--- config.mk ---
export PLATFORM = sky130hd
export DESIGN_NAME = program_loader
export DESIGN_NICKNAME = d
export VERILOG_FILES = /design/src/rtl/program_loader.sv
export SDC_FILE = /design/constraint.sdc
export NUM_CORES = 1
export LEC_CHECK = 0
export BUFFER_PORTS_ARGS = -buffer_cell sky130_fd_sc_hd__buf_2
export CAP_MARGIN = 10
export CORE_MARGIN = 8
export CORE_UTILIZATION = 58
export DETAILED_ROUTE_END_ITERATION = 10
export GPL_TIMING_DRIVEN = 0
export PLACE_DENSITY = 0.89
export SYNTH_ARGS = -nofsm -noshare
export SYNTH_HDL_FRONTEND = slang
export SYNTH_SLANG_ARGS = --single-unit
--- constraint.sdc ---
create_clock -name clk -period 9.1 [get_ports clk]
set_clock_uncertainty 0.2 [all_clocks]
set_input_delay 1.82 -clock clk [delete_from_list [all_inputs] [get_ports clk]]
set_output_delay 1.82 -clock clk [all_outputs]
set_load 0.05 [all_outputs]
--- src/rtl/program_loader.sv ---
// program_loader: boot-time byte-stream loader that assembles little-endian
// words, writes them into RAM from the reset PC upward and then releases the CPU.
module program_loader #(
    parameter int                       ADDRESS_SIZE = 11,
    parameter int                       WORD_SIZE    = 64,
    parameter logic [ADDRESS_SIZE-1:0]  BASE_ADDRESS = 11'h400,
    parameter int                       ADDR_STRIDE  = 4
) (
    input  logic                    clk,
    input  logic                    rst,
    input  logic [7:0]              inByte,
    input  logic                    inValid,
    output logic                    inReady,
    output logic [ADDRESS_SIZE-1:0] memAddress,
    output logic [WORD_SIZE-1:0]    memData,
    output logic                    memWrite,
    output logic                    cpuRun,
    output logic                    done,
    output logic                    error,
    output logic [15:0]             wordsLoaded
);

    localparam int BYTES_PER_WORD = WORD_SIZE / 8;
    localparam int CNT_W          = (BYTES_PER_WORD > 1) ? $clog2(BYTES_PER_WORD) : 1;
    localparam logic [CNT_W-1:0]        LAST_BYTE  = CNT_W'(BYTES_PER_WORD - 1);
    localparam logic [ADDRESS_SIZE:0]   STRIDE_EXT = (ADDRESS_SIZE+1)'(ADDR_STRIDE);

    typedef enum logic [2:0] {
        S_LEN_LO,
        S_LEN_HI,
        S_DATA,
        S_WRITE,
        S_DONE,
        S_ERROR
    } loaderStateT;

    loaderStateT           state;
    loaderStateT           nextState;
    logic [CNT_W-1:0]      byteCount;
    logic [15:0]           remaining;
    logic                  accept;
    logic [ADDRESS_SIZE:0] addrSum;

    assign accept  = inValid && inReady;
    assign addrSum = {1'b0, memAddress} + STRIDE_EXT;

    // Next-state selection; the carry out of the widened address adder flags overflow.
    always_comb begin
        nextState = state;
        case (state)
            S_LEN_LO: begin
                if (accept) nextState = S_LEN_HI;
            end
            S_LEN_HI: begin
                if (accept) nextState = ({inByte, remaining[7:0]} == 16'd0) ? S_DONE : S_DATA;
            end
            S_DATA: begin
                if (accept && byteCount == LAST_BYTE) nextState = S_WRITE;
            end
            S_WRITE: begin
                if (remaining == 16'd1)            nextState = S_DONE;
                else if (addrSum[ADDRESS_SIZE])    nextState = S_ERROR;
                else                               nextState = S_DATA;
            end
            S_DONE:  nextState = S_DONE;
            S_ERROR: nextState = S_ERROR;
            default: nextState = S_LEN_LO;
        endcase
    end

    // State register plus outputs registered from the upcoming state, and the datapath updates.
    always_ff @(posedge clk or posedge rst) begin
        if (rst) begin
            state       <= S_LEN_LO;
            inReady     <= 1'b1;
            memWrite    <= 1'b0;
            memAddress  <= BASE_ADDRESS;
            memData     <= '0;
            cpuRun      <= 1'b0;
            done        <= 1'b0;
            error       <= 1'b0;
            wordsLoaded <= 16'd0;
            byteCount   <= '0;
            remaining   <= 16'd0;
        end else begin
            state    <= nextState;
            inReady  <= (nextState == S_LEN_LO) || (nextState == S_LEN_HI) || (nextState == S_DATA);
            memWrite <= (nextState == S_WRITE);
            cpuRun   <= (nextState == S_DONE);
            done     <= (nextState == S_DONE);
            error    <= (nextState == S_ERROR);
            case (state)
                S_LEN_LO: begin
                    if (accept) remaining[7:0] <= inByte;
                end
                S_LEN_HI: begin
                    if (accept) remaining[15:8] <= inByte;
                end
                S_DATA: begin
                    if (accept) begin
                        memData   <= (memData >> 8) | (WORD_SIZE'(inByte) << (WORD_SIZE - 8));
                        byteCount <= (byteCount == LAST_BYTE) ? '0 : byteCount + CNT_W'(1);
                    end
                end
                S_WRITE: begin
                    remaining   <= remaining - 16'd1;
                    wordsLoaded <= wordsLoaded + 16'd1;
                    if (nextState == S_DATA) memAddress <= addrSum[ADDRESS_SIZE-1:0];
                end
                default: begin
                end
            endcase
        end
    end

endmodule
After elaboration in Yosys (flattened, before gate mapping)

Index checks and enable logic that the tools add are counted.

Bits in registers: 117
Bits of input ports: 11
Output and inout port bits: 96

Add/sub/neg operators: 4
Eq/ne operators: 14
Multiplexer cells: 11
Bitwise operators: 1
Reductions and logical operators: 13

Operators by type and width:

| cell                                                                  | count |
|---|---|
| 56-bit by 64-bit bitwise OR with 64-bit output                        | 1 |
| 8-bit case mux with 2 select lines                                    | 2 |
| 3-bit two-way mux                                                     | 7 |
| 3-bit case mux with 6 select lines                                    | 1 |
| 16-bit by 1-bit adder with 16-bit output (second input constant)      | 1 |
| 16-bit by 1-bit == test with 1-bit output (second input constant)     | 1 |
| 16-bit zero test                                                      | 1 |
| 16-bit by 1-bit subtractor with 16-bit output (second input constant) | 1 |
| 3-bit == test (second input constant)                                 | 5 |
| 11-bit by 3-bit adder with 12-bit output (second input constant)      | 1 |
| 3-bit by 2-bit == test with 1-bit output (second input constant)      | 4 |
| 8-bit two-way mux                                                     | 1 |
| 2-bit AND reduction                                                   | 4 |
| 3-bit by 1-bit == test with 1-bit output (second input constant)      | 2 |
| 3-bit zero test                                                       | 2 |
| 2-bit inequality test (second input constant)                         | 2 |
| 2-bit nonzero test                                                    | 2 |
| 3-bit by 1-bit adder with 3-bit output (second input constant)        | 1 |
| 1-bit logical AND                                                     | 2 |
| 1-bit logical OR                                                      | 2 |

Logic depth before layout (Yosys ltp)

Gate-level depths: netlist of the first run.

Depth after elaboration: 7
Depth in mapped cells: 7
Depth with buffers taken out: 7

Worst setup path before layout of the first run

No wires, ideal clock.

Kind: input port to flip-flop
From: input inValid
To: register memData[31]
Data arrival time: 3.122 ns
Required time: 8.775 ns
Setup slack: 5.653 ns
Cell stages on the path: 6
Cells stage by stage: nand3b_1 > nor2_1 > nand2_1 > buf_2 > buf_1 > mux2_2

Cells in the longest elaborated chain, start to end: 2

Ends and longest elaborated chain:

| what                                 | line | source |
|---|---|---|
| start, declared                      | 12   | `input logic inValid,` |
| 1-bit logical AND                    | 44   | `assign accept = inValid && inReady;` |
| 2-bit AND reduction (no source line) | -    |  |
| end signal, assigned                 | 101  | `memData <= (memData >> 8) \| (WORD_SIZE'(inByte) << (WORD_SIZE - 8));` |
| end, declared                        | 15   | `output logic [WORD_SIZE-1:0] memData,` |

Every way passes these cells.
A chain may end at the register's enable or synchronous reset.

Worst setup path after layout of the first run

From: input inValid
To: register memData[27]

The elaborated chain is that of the path after synthesis.

==> results.py, run 1 <==
metrics = {
    "cts": {
        "cts_sinks": 115,
        "post_cts_buffers": 0,
        "tritoncts": "done",
        "cts_max_path_buffers": 2,
        "holdBufCountCts": 0,
        "cts_buffers": 17,
        "cts_max_level": 4,
        "clk_pin_slew_ns": 0.06,
        "cts_root_buf": "clkbuf_8",
        "cts_resized": 0,
        "worstSkewPairLatency_ns": 0.52,
    },
    "job": {
        "maxCapViolCount": 0,
    },
    "yosys": {
        "synth_async_sr_flop_share_pct": 100,
        "yosysUniqueCellTypes": 47,
        "ys_ff_latch": 115,
        "synthXorXnorAreaFrac_pct": 4.28,
        "synth-edff-count": 0,
        "avgSynthCellArea_um2": 12.9,
        "synth_top_family_by_area": "multiplexers",
        "synth_top_flop_cell": "dfrtp_1",
        "synthSimpleGateAreaFrac_pct": 12.3,
        "synth_compound_area_share_pct": 5.58,
        "synth_mux_area_share_pct": 15.4,
        "synth-seq-area-share_pct": 58.6,
        "yosys_warnings": 0,
        "synthCells": 381,
        "synth_area_mm2": 0.00491,
        "synth_fa_ha_area_share_pct": 1.78,
    },
    "sta": {
        "tightest_slew_ns": 0.978,
        "period_share_pct": 38.4,
        "fin_setup_tns_ns": 0,
        "setup_viol": 0,
        "timing.hold.ws_ns": 0.271,
        "max_slew_margin_pct": 34.3,
        "min_period_ns": 3.49,
        "timing_hold_violations_final": 0,
        "slew_viol_final": 0,
        "fmax_mhz": 286,
        "rsz0062_at_grt": "false",
    },
    "floorplan": {
        "start_util_pct": 59.8,
        "design.die.area_mm2": 0.0117,
        "die-width_um": 108,
        "fp.dieH_um": 108,
        "core_area_mm2": 0.00822,
        "io_pins": 107,
        "row_count": 33,
    },
    "placement": {
        "post-dp-hpwl_um": 8480,
        "io_buffers": 104,
        "placed_area_mm2": 0.00560,
        "gp_congestion": 0.913,
    },
    "min_path": {
        "whs_path_depth": 1,
        "min_path_type": "reg -> reg",
    },
    "finish": {
        "multi_input_comb_area_mm2": 0.00194,
        "layout-drive-gt1-share_pct": 42.4,
        "fillers": 506,
        "final_common_cell": "dfrtp_1",
        "fin_nets": 524,
        "areaGrowthSynthToFinish_pct": 26.0,
        "seq_area_mm2": 0.00288,
        "fin_area_mm2": 0.00619,
        "layout_common_cells": "dfrtp_1, buf_2, mux2_2, nand2_1, xnor2_1",
        "antennaDiodeCount": 0,
    },
    "routing": {
        "drt_iter0_drc": 249,
        "drtAntennaViolNets": 0,
        "dr_wl_met2_um": 6450,
        "drc": 0,
        "wirelength_um": 12700,
        "wl_met3_um": 964,
        "met1_length_um": 4960,
        "top_layer_used": "met4",
        "drt-vias-per-instance": 5.92,
        "vias": 3696,
        "wl_per_cell_um": 20.4,
        "dr.pass1.iters": 5,
    },
    "critical_path": {
        "crit_required_ns": 9.30,
        "rrSetupSlack_ns": 6.56,
        "crit_type": "in -> reg",
        "path_depth": 7,
        "critPathLaunchType": "input pin",
        "path_cells": "buf_2, nand3b_1, nor2_1, nand2_1, buf_2, buf_1, mux2_2",
        "cp_top_family": "buffers and inverters",
        "critPathSlowestCell": "buf_1",
        "critPathCaptureType": "register",
        "rr_worst_depth": 6,
        "crit_arrival_ns": 3.69,
        "crit_top_cell": "buf_2",
        "cp_num_buf_inv": 3,
        "cpPeakStageDelay_ns": 0.50,
        "worst-path-max-fanout": 10,
    },
    "grt": {
        "grt_pass1_vias": 3828,
        "grt_pass1_wl_um": 20100,
        "grt-ovfl-total": 0,
        "grt_max_degree": 60,
        "grt_antenna_before_repair": 0,
        "gr-usage-all-layers_pct": 22.4,
    },
    "status": {
        "status": "finished clean",
    },
}
## cell families after synthesis
kind of cell    Yosys count
simple gates            107
other cells               1
buf+inv                  22
mux                      67
xor+xnor                 24
flops                   115
compound gates           38
fa+ha+maj                 7
## routing by layer
layer  up-vias  global-route usage (%)
met2       183                    37.1
met5         -                       0
met1      1844                    26.3
met4         0                    11.3
li1       1637                       -
met3        32                    6.13
## worst reg2reg max path, cell delays in order, from the launching register on
cell and delay [ns]:
dfrtp_1 0.40, nand3b_1 0.28, nor2_1 0.12, nand2_1 0.19
buf_2 0.30, buf_1 0.50, mux2_2 0.42
## flip-flops by register name, summed over array words and instances, names as in the netlist, 3 cells and up
signal / flops
state: 3
remaining: 16
memData: 64
memAddress: 9
byteCount: 3
wordsLoaded: 16
## area by class of cell
| type | count | share of cell area, % |
|---|---|---|
| flip-flops and latches | 115 | 46.5 |
| multi-input cells | 245 | 31.3 |
| repair buffers | 105 | 8.85 |
| clock buffers | 18 | 6.75 |
| clock inverters | 14 | 2.85 |
| well taps | 105 | 2.12 |
| plain buffers | 15 | 1.15 |
| inverters | 7 | 0.465 |
## metrics by stage
stage          cells  utilization, %  setup slack, ns
6_report         624            75.4             5.61
5_1_grt          624            75.4             5.53
4_1_cts          624            75.4             5.62
3_5_place_dp     592            68.2             5.17
3_3_place_gp     591            67.8             2.96
2_1_floorplan    382               -             4.04
## worst paths after layout
| kind | startpoint | to |
|---|---|---|
| min in group asynchronous | rst | wordsLoaded[15] |
| max in group asynchronous | rst | memAddress[10] |
| worst max-delay path | inValid | memData[27] |
| worst min-delay path | wordsLoaded[15] | wordsLoaded[15] |
| worst max register to register | state[2] | memData[27] |
| worst min register to register | wordsLoaded[15] | wordsLoaded[15] |
## cells in the mapped netlist (all sizes together) (3+ instances only)
cell | number | area (µm²)
nand3b | 3 | 26.3
a221o | 6 | 60.1
xor2 | 4 | 35.0
buf | 13 | 63.8
nor2 | 17 | 63.8
nor3 | 4 | 20.0
nor4 | 5 | 31.3
nand2 | 26 | 97.6
o311ai | 3 | 26.3
a21oi | 5 | 25.0
nor3b | 3 | 38.8
ha | 7 | 87.6
or3 | 4 | 25.0
and3 | 10 | 62.6
nand4 | 8 | 50.1
inv | 7 | 26.3
or4 | 3 | 33.8
and4 | 3 | 26.3
nand2b | 3 | 18.8
dfrtp | 113 | 2830
mux2 | 67 | 758
nand3 | 10 | 50.1
xnor2 | 20 | 175
o21ai | 9 | 45.0
o211ai | 7 | 52.6
Power of run 1 is not shown: default switching activity piles up to over one toggle a cycle in this logic, so the estimate is an artifact.
==> run 2: changes to the inputs <==
--- a/config.mk
+++ b/config.mk
@@ -5,13 +5,14 @@
 export SDC_FILE = /design/constraint.sdc
 export NUM_CORES = 1
 export LEC_CHECK = 0
+export ABC_AREA = 1
 export BUFFER_PORTS_ARGS = -buffer_cell sky130_fd_sc_hd__buf_2
 export CAP_MARGIN = 10
 export CORE_MARGIN = 8
-export CORE_UTILIZATION = 58
+export CORE_UTILIZATION = 50
 export DETAILED_ROUTE_END_ITERATION = 10
 export GPL_TIMING_DRIVEN = 0
-export PLACE_DENSITY = 0.89
+export PLACE_DENSITY = 0.81
 export SYNTH_ARGS = -nofsm -noshare
 export SYNTH_HDL_FRONTEND = slang
 export SYNTH_SLANG_ARGS = --single-unit
==> constraint.sdc (replaced) <==
create_clock -name clk -period 2.9 [get_ports clk]
set_clock_uncertainty 0.2 [all_clocks]
set_input_delay 0.58 -clock clk [delete_from_list [all_inputs] [get_ports clk]]
set_output_delay 0.58 -clock clk [all_outputs]
set_load 0.05 [all_outputs]
==> run 2 against run 1 <==
Compared with the run above: sequential cell count did not move; worst setup slack got worse by 4.8 ns; register-to-register slack got worse by 5.6 ns.
==> results.py, run 2 <==
metrics = {
    "finish": {
        "areaGrowthSynthToFinish_pct": 25.0,
        "layout-drive-gt1-share_pct": 23.2,
        "layout_common_cells": "nand2_1, buf_2, dfrtp_1, nor2_1, inv_1",
        "multi_input_comb_area_mm2": 0.00214,
        "fin_nets": 799,
        "fillers": 915,
        "antennaDiodeCount": 0,
        "largest-register": "memData",
        "layout.cells.non_filler": 934,
        "fin_area_mm2": 0.00673,
        "largest_register_ffs": 64,
        "final_common_cell": "nand2_1",
        "largest_registers": "memData (64), remaining (16), wordsLoaded (16)",
        "seq_area_mm2": 0.00288,
    },
    "floorplan": {
        "start_util_pct": 50.5,
        "row_count": 38,
        "die-width_um": 120,
        "design.die.area_mm2": 0.0143,
        "fp.dieH_um": 120,
        "core_area_mm2": 0.0107,
        "io_pins": 107,
    },
    "cts": {
        "cts_max_level": 4,
        "cts_buffers": 17,
        "cts_sinks": 115,
        "tritoncts": "done",
        "cts_root_buf": "clkbuf_8",
        "worstSkewPairLatency_ns": 0.52,
        "cts_max_path_buffers": 2,
        "clk_pin_slew_ns": 0.06,
        "cts_resized": 0,
    },
    "sta": {
        "fmax_mhz": 482,
        "min_period_ns": 2.08,
        "rsz0062_at_grt": "false",
        "setup_viol": 0,
        "period_share_pct": 71.6,
        "slew_viol_final": 0,
        "timing_hold_violations_final": 0,
        "timing.hold.ws_ns": 0.155,
    },
    "critical_path": {
        "crit_arrival_ns": 1.30,
        "worst-path-max-fanout": 2,
        "cp_num_buf_inv": 1,
        "cp_top_family": "flip-flops",
        "cpPeakStageDelay_ns": 0.52,
        "critPathCaptureType": "output port",
        "path_cells": "buf_2",
        "critPathLaunchType": "register",
        "crit_type": "reg -> out",
        "critPathSlowestCell": "dfstp_2",
        "crit_required_ns": 2.12,
    },
    "grt": {
        "grt_pass1_wl_um": 23100,
        "gr-usage-all-layers_pct": 19.9,
        "grt_max_degree": 44,
        "grt-ovfl-total": 0,
        "grt_pass1_vias": 4691,
        "grt_antenna_before_repair": 0,
    },
    "placement": {
        "place_inst": 901,
        "io_buffers": 104,
        "post-dp-hpwl_um": 9980,
        "placed_area_mm2": 0.00614,
        "gp_congestion": 0.934,
    },
    "yosys": {
        "synthCells": 653,
        "yosysMostFrequentCell": "nand2_1",
        "synth-seq-area-share_pct": 53.5,
        "synth_commonest_cells": "nand2_1, dfrtp_1, nor2_1",
        "ys_ff_latch": 115,
        "yosysUniqueCellTypes": 33,
        "synth_area_mm2": 0.00538,
        "ys_top_cells_by_area": "dfrtp_1, nand2_1, nor2_1",
        "synth_async_sr_flop_share_pct": 100,
        "yosys_warnings": 0,
        "avgSynthCellArea_um2": 8.24,
        "synth-edff-count": 0,
        "synth_top_area_share_pct": 52.5,
        "synth_top_flop_cell": "dfrtp_1",
        "synth_top_area_cell": "dfrtp_1",
    },
    "routing": {
        "wl_per_cell_um": 14.7,
        "dr.pass1.iters": 5,
        "drt-vias-per-instance": 5.07,
        "drt_iter0_drc": 444,
        "drc": 0,
        "vias": 4735,
        "wirelength_um": 13700,
        "drtAntennaViolNets": 0,
    },
    "pwr": {
        "peakVddDrop_v": 0.000773,
        "p_leak_nw": 3.70,
        "powerDensity_mw_per_mm2": 1260,
        "report.power.total_mw": 8.48,
    },
    "min_path": {
        "min_path_type": "in -> reg",
    },
    "status": {
        "status": "finished clean",
    },
    "job": {
        "maxCapViolCount": 0,
    },
}
==> run 2: cell types whose count changed in the layout (fill, tap and decap cells not counted), sizes merged, moves of 9 or more <==
| cell | change |
|---|---|
| nand2 | +236 |
| mux2 | -67 |
| inv | +54 |
| nor2 | +47 |
| o21ai | +27 |
| nand3 | +20 |
| xnor2 | -14 |
| xor2 | +13 |
| and3 | -10 |
| buf | +9 |
==> run 2: metrics by stage <==
| stage | TNS [ns] | utilization (%) | setup WS, ns |
|---|---|---|---|
| floorplan | 0 | - | 0.722 |
| global placement | -0.364 | 57.1 | -0.00861 |
| detailed placement | 0 | 57.7 | 0.816 |
| CTS | 0 | 63.1 | 0.804 |
| global route | 0 | 63.1 | 0.788 |
| finish | 0 | 63.1 | 0.825 |
==> run 2: kinds of logic after synthesis <==
family	after synthesis	share of synthesized area [%]
DFF	115	53.5
AOI/OAI and AO/OA	58	6.21
and+or+nand+nor	365	28.1
buffers and inverters	84	6.74
adders and majority gates	7	1.63
other	1	0.0697
xor gates and xnor gates	23	3.74
==> run 2: what timing repair did <==
action	CTS	global route
setup buffers	0	0
hold buffers	1	0
hold endpoints to repair	81	0
==> run 2: report_power, final <==
group / leakage, nW / internal, mW / total, mW / switching (mW)
sequential: 1.50 / 2.19 / 2.69 / 0.505
clock: 0.279 / 1.23 / 2.00 / 0.774
combinational: 1.91 / 0.904 / 3.79 / 2.89
total: 3.70 / 4.32 / 8.48 / 4.17
==> run 2: layout make-up <==
type / instances / area share (%)
multi-input cells: 455 / 31.9
clock buffers: 17 / 6.16
well taps: 140 / 2.60
inverters: 63 / 3.57
plain buffers: 21 / 1.88
clock inverters: 15 / 2.33
repair buffers: 108 / 8.78
flip-flops and latches: 115 / 42.8
==> run 2: metal layers <==
metal  vias to the layer above  wire, µm  global-route usage, %
li1                       2295         -                      -
met1                      2241      5730                   24.1
met2                       170      6680                   33.1
met3                        29       970                   5.31
met4                         0       303                   8.20
met5                         -         0                      0
==> run 2: final timing paths <==
kind | cells after the start | slack (ns) | to | start
setup / recovery | 1 | 0.82 | memAddress[10] | memAddress[10]
hold / removal | 3 | 0.15 | memData[57] | inByte[1]
setup reg to reg | 8 | 0.94 | remaining[1] | inReady
hold reg to reg | 2 | 0.26 | memData[5] | memData[5]
max in group asynchronous | 5 | 1.53 | wordsLoaded[5] | rst
min in group asynchronous | 3 | 0.31 | memData[4] | rst
Power figures use the tool's default switching activity.
==> run 3: changes to the inputs <==
==> constraint.sdc (replaced) <==
create_clock -name clk -period 1.8 [get_ports clk]
set_clock_uncertainty 0.2 [all_clocks]
set_input_delay 0.36 -clock clk [delete_from_list [all_inputs] [get_ports clk]]
set_output_delay 0.36 -clock clk [all_outputs]
set_load 0.05 [all_outputs]
==> run 3 against run 2 <==
Compared with the run above: non-clock buffer count grew 9; sequential cell count is the same; wire length grew 3.9%; critical path type unchanged; highest routed layer unchanged.
==> results.py, run 3 (synthesis results as in run 2) <==
metrics = {
    "cts": {
        "cts_max_path_buffers": 2,
        "cts_buffers": 17,
        "tritoncts": "done",
        "worstSkewPairLatency_ns": 0.51,
        "clk_pin_slew_ns": 0.06,
        "cts_sinks": 115,
        "cts_max_level": 4,
        "cts_root_buf": "clkbuf_8",
    },
    "routing": {
        "wl_per_cell_um": 15.1,
        "drtAntennaViolNets": 0,
        "drt-vias-per-instance": 5.15,
        "dr.pass1.iters": 5,
        "drt_iter0_drc": 476,
        "drc": 0,
        "vias": 4857,
        "wirelength_um": 14200,
    },
    "finish": {
        "final_common_cell": "nand2_1",
        "multi_input_comb_area_mm2": 0.00220,
        "fillers": 867,
        "largest-register": "memData",
        "layout-drive-gt1-share_pct": 25.4,
        "antennaDiodeCount": 0,
        "largest_register_ffs": 64,
        "fin_nets": 808,
        "seq_area_mm2": 0.00288,
        "layout_common_cells": "nand2_1, dfrtp_1, buf_2, inv_1, nor2_1",
        "areaGrowthSynthToFinish_pct": 29.5,
        "largest_registers": "memData (64), remaining (16), wordsLoaded (16)",
    },
    "placement": {
        "place_ws_ns": 0.000655,
        "post-dp-hpwl_um": 9970,
        "gp_congestion": 0.936,
        "io_buffers": 104,
    },
    "grt": {
        "grt_pass1_vias": 4757,
        "grt-ovfl-total": 0,
        "gr-usage-all-layers_pct": 20.1,
        "grt_antenna_before_repair": 0,
        "grt_pass1_wl_um": 23300,
        "grt_max_degree": 32,
    },
    "critical_path": {
        "critPathSlowestCell": "dfstp_2",
        "critPathLaunchType": "register",
        "critPathCaptureType": "output port",
        "crit_required_ns": 1.24,
        "path_cells": "buf_8",
        "cp_num_buf_inv": 1,
        "cpPeakStageDelay_ns": 0.57,
        "rrSetupSlack_ns": 0.07,
        "crit_type": "reg -> out",
        "worst-path-max-fanout": 2,
        "cp_top_family": "flip-flops",
        "crit_arrival_ns": 1.23,
    },
    "sta": {
        "fmax_mhz": 558,
        "setup_viol": 0,
        "rsz0062_at_grt": "true",
        "period_share_pct": 99.6,
        "max_slew_margin_pct": 59.8,
        "min_period_ns": 1.79,
        "setup_ws_ns": 0.00780,
        "slew_viol_final": 0,
        "fin_setup_tns_ns": 0,
        "timing_hold_violations_final": 0,
        "tightest_slew_ns": 0.602,
    },
    "floorplan": {
        "row_count": 38,
        "design.die.area_mm2": 0.0143,
        "core_area_mm2": 0.0107,
        "io_pins": 107,
        "die-width_um": 120,
        "start_util_pct": 50.5,
        "fp.dieH_um": 120,
    },
    "pwr": {
        "peakVddDrop_v": 0.00137,
        "powerDensity_mw_per_mm2": 2010,
        "report.power.total_mw": 14.0,
        "p_leak_nw": 3.75,
    },
    "status": {
        "status": "finished clean",
    },
    "min_path": {
        "min_path_type": "in -> reg",
    },
    "job": {
        "maxCapViolCount": 0,
    },
}
==> run 3: metal layers <==
| metal | vias to the layer above | GRT usage, % | part of all wire [%] |
|---|---|---|---|
| li1 | 2308 | - | - |
| met4 | 0 | 9.99 | 3.2 |
| met1 | 2292 | 24.3 | 41 |
| met2 | 219 | 32.8 | 49 |
| met5 | - | 0 | 0 |
| met3 | 38 | 5.35 | 7.4 |
==> run 3: report_power, final <==
part / internal (mW) / leakage [nW] / switching, mW
Clock: 2.01 / 0.286 / 1.31
Combinational: 1.58 / 1.96 / 4.70
Sequential: 3.52 / 1.50 / 0.869
==> run 3: area by class of cell <==
type | instances | share of cell area [%]
tap | 140 | 2.51
clock buffer | 17 | 5.94
multi-input combinational | 455 | 31.5
inverter | 63 | 3.45
buffer | 21 | 1.87
sequential | 115 | 41.4
timing repair buffer | 117 | 10.8
clock inverter | 15 | 2.46
==> run 3: final timing paths <==
check	start	to	depth (start not counted)
max reg2reg	remaining[0]	remaining[14]	8
min in group asynchronous	rst	memData[8]	3
min reg2reg	memData[5]	memData[5]	2
max in group asynchronous	rst	inReady	5
max	inReady	inReady	1
min	inValid	state[2]	6
==> run 3: what timing repair did <==
action	in CTS	in global routing
buffers inserted	1	0
gates resized for setup	13	39
endpoints found under the setup margin	11	36
hold buffers	9	0
endpoints found under the hold margin	40	0
==> run 3: through the flow <==
step / area [µm²] / cells / hold slack (ns) / utilization (%)
2_1_floorplan: 5400 / 654 / 0.246 / -
3_3_place_gp: 6090 / 898 / 0.248 / 57.2
3_5_place_dp: 6150 / 901 / 0.253 / 57.8
4_1_cts: 6870 / 943 / 0.107 / 64.5
5_1_grt: 6970 / 943 / 0.144 / 65.4
6_report: 6970 / 943 / 0.139 / 65.4
==> run 3: worst reg2reg max path, stage by stage, from the launching register on <==
cell and delay [ns]:
dfrtp_1 0.41, inv_2 0.13, ha_1 0.23, inv_1 0.12
nor2_4 0.18, nand2_1 0.08, xor2_1 0.14, nand2_1 0.06
nand3_1 0.07
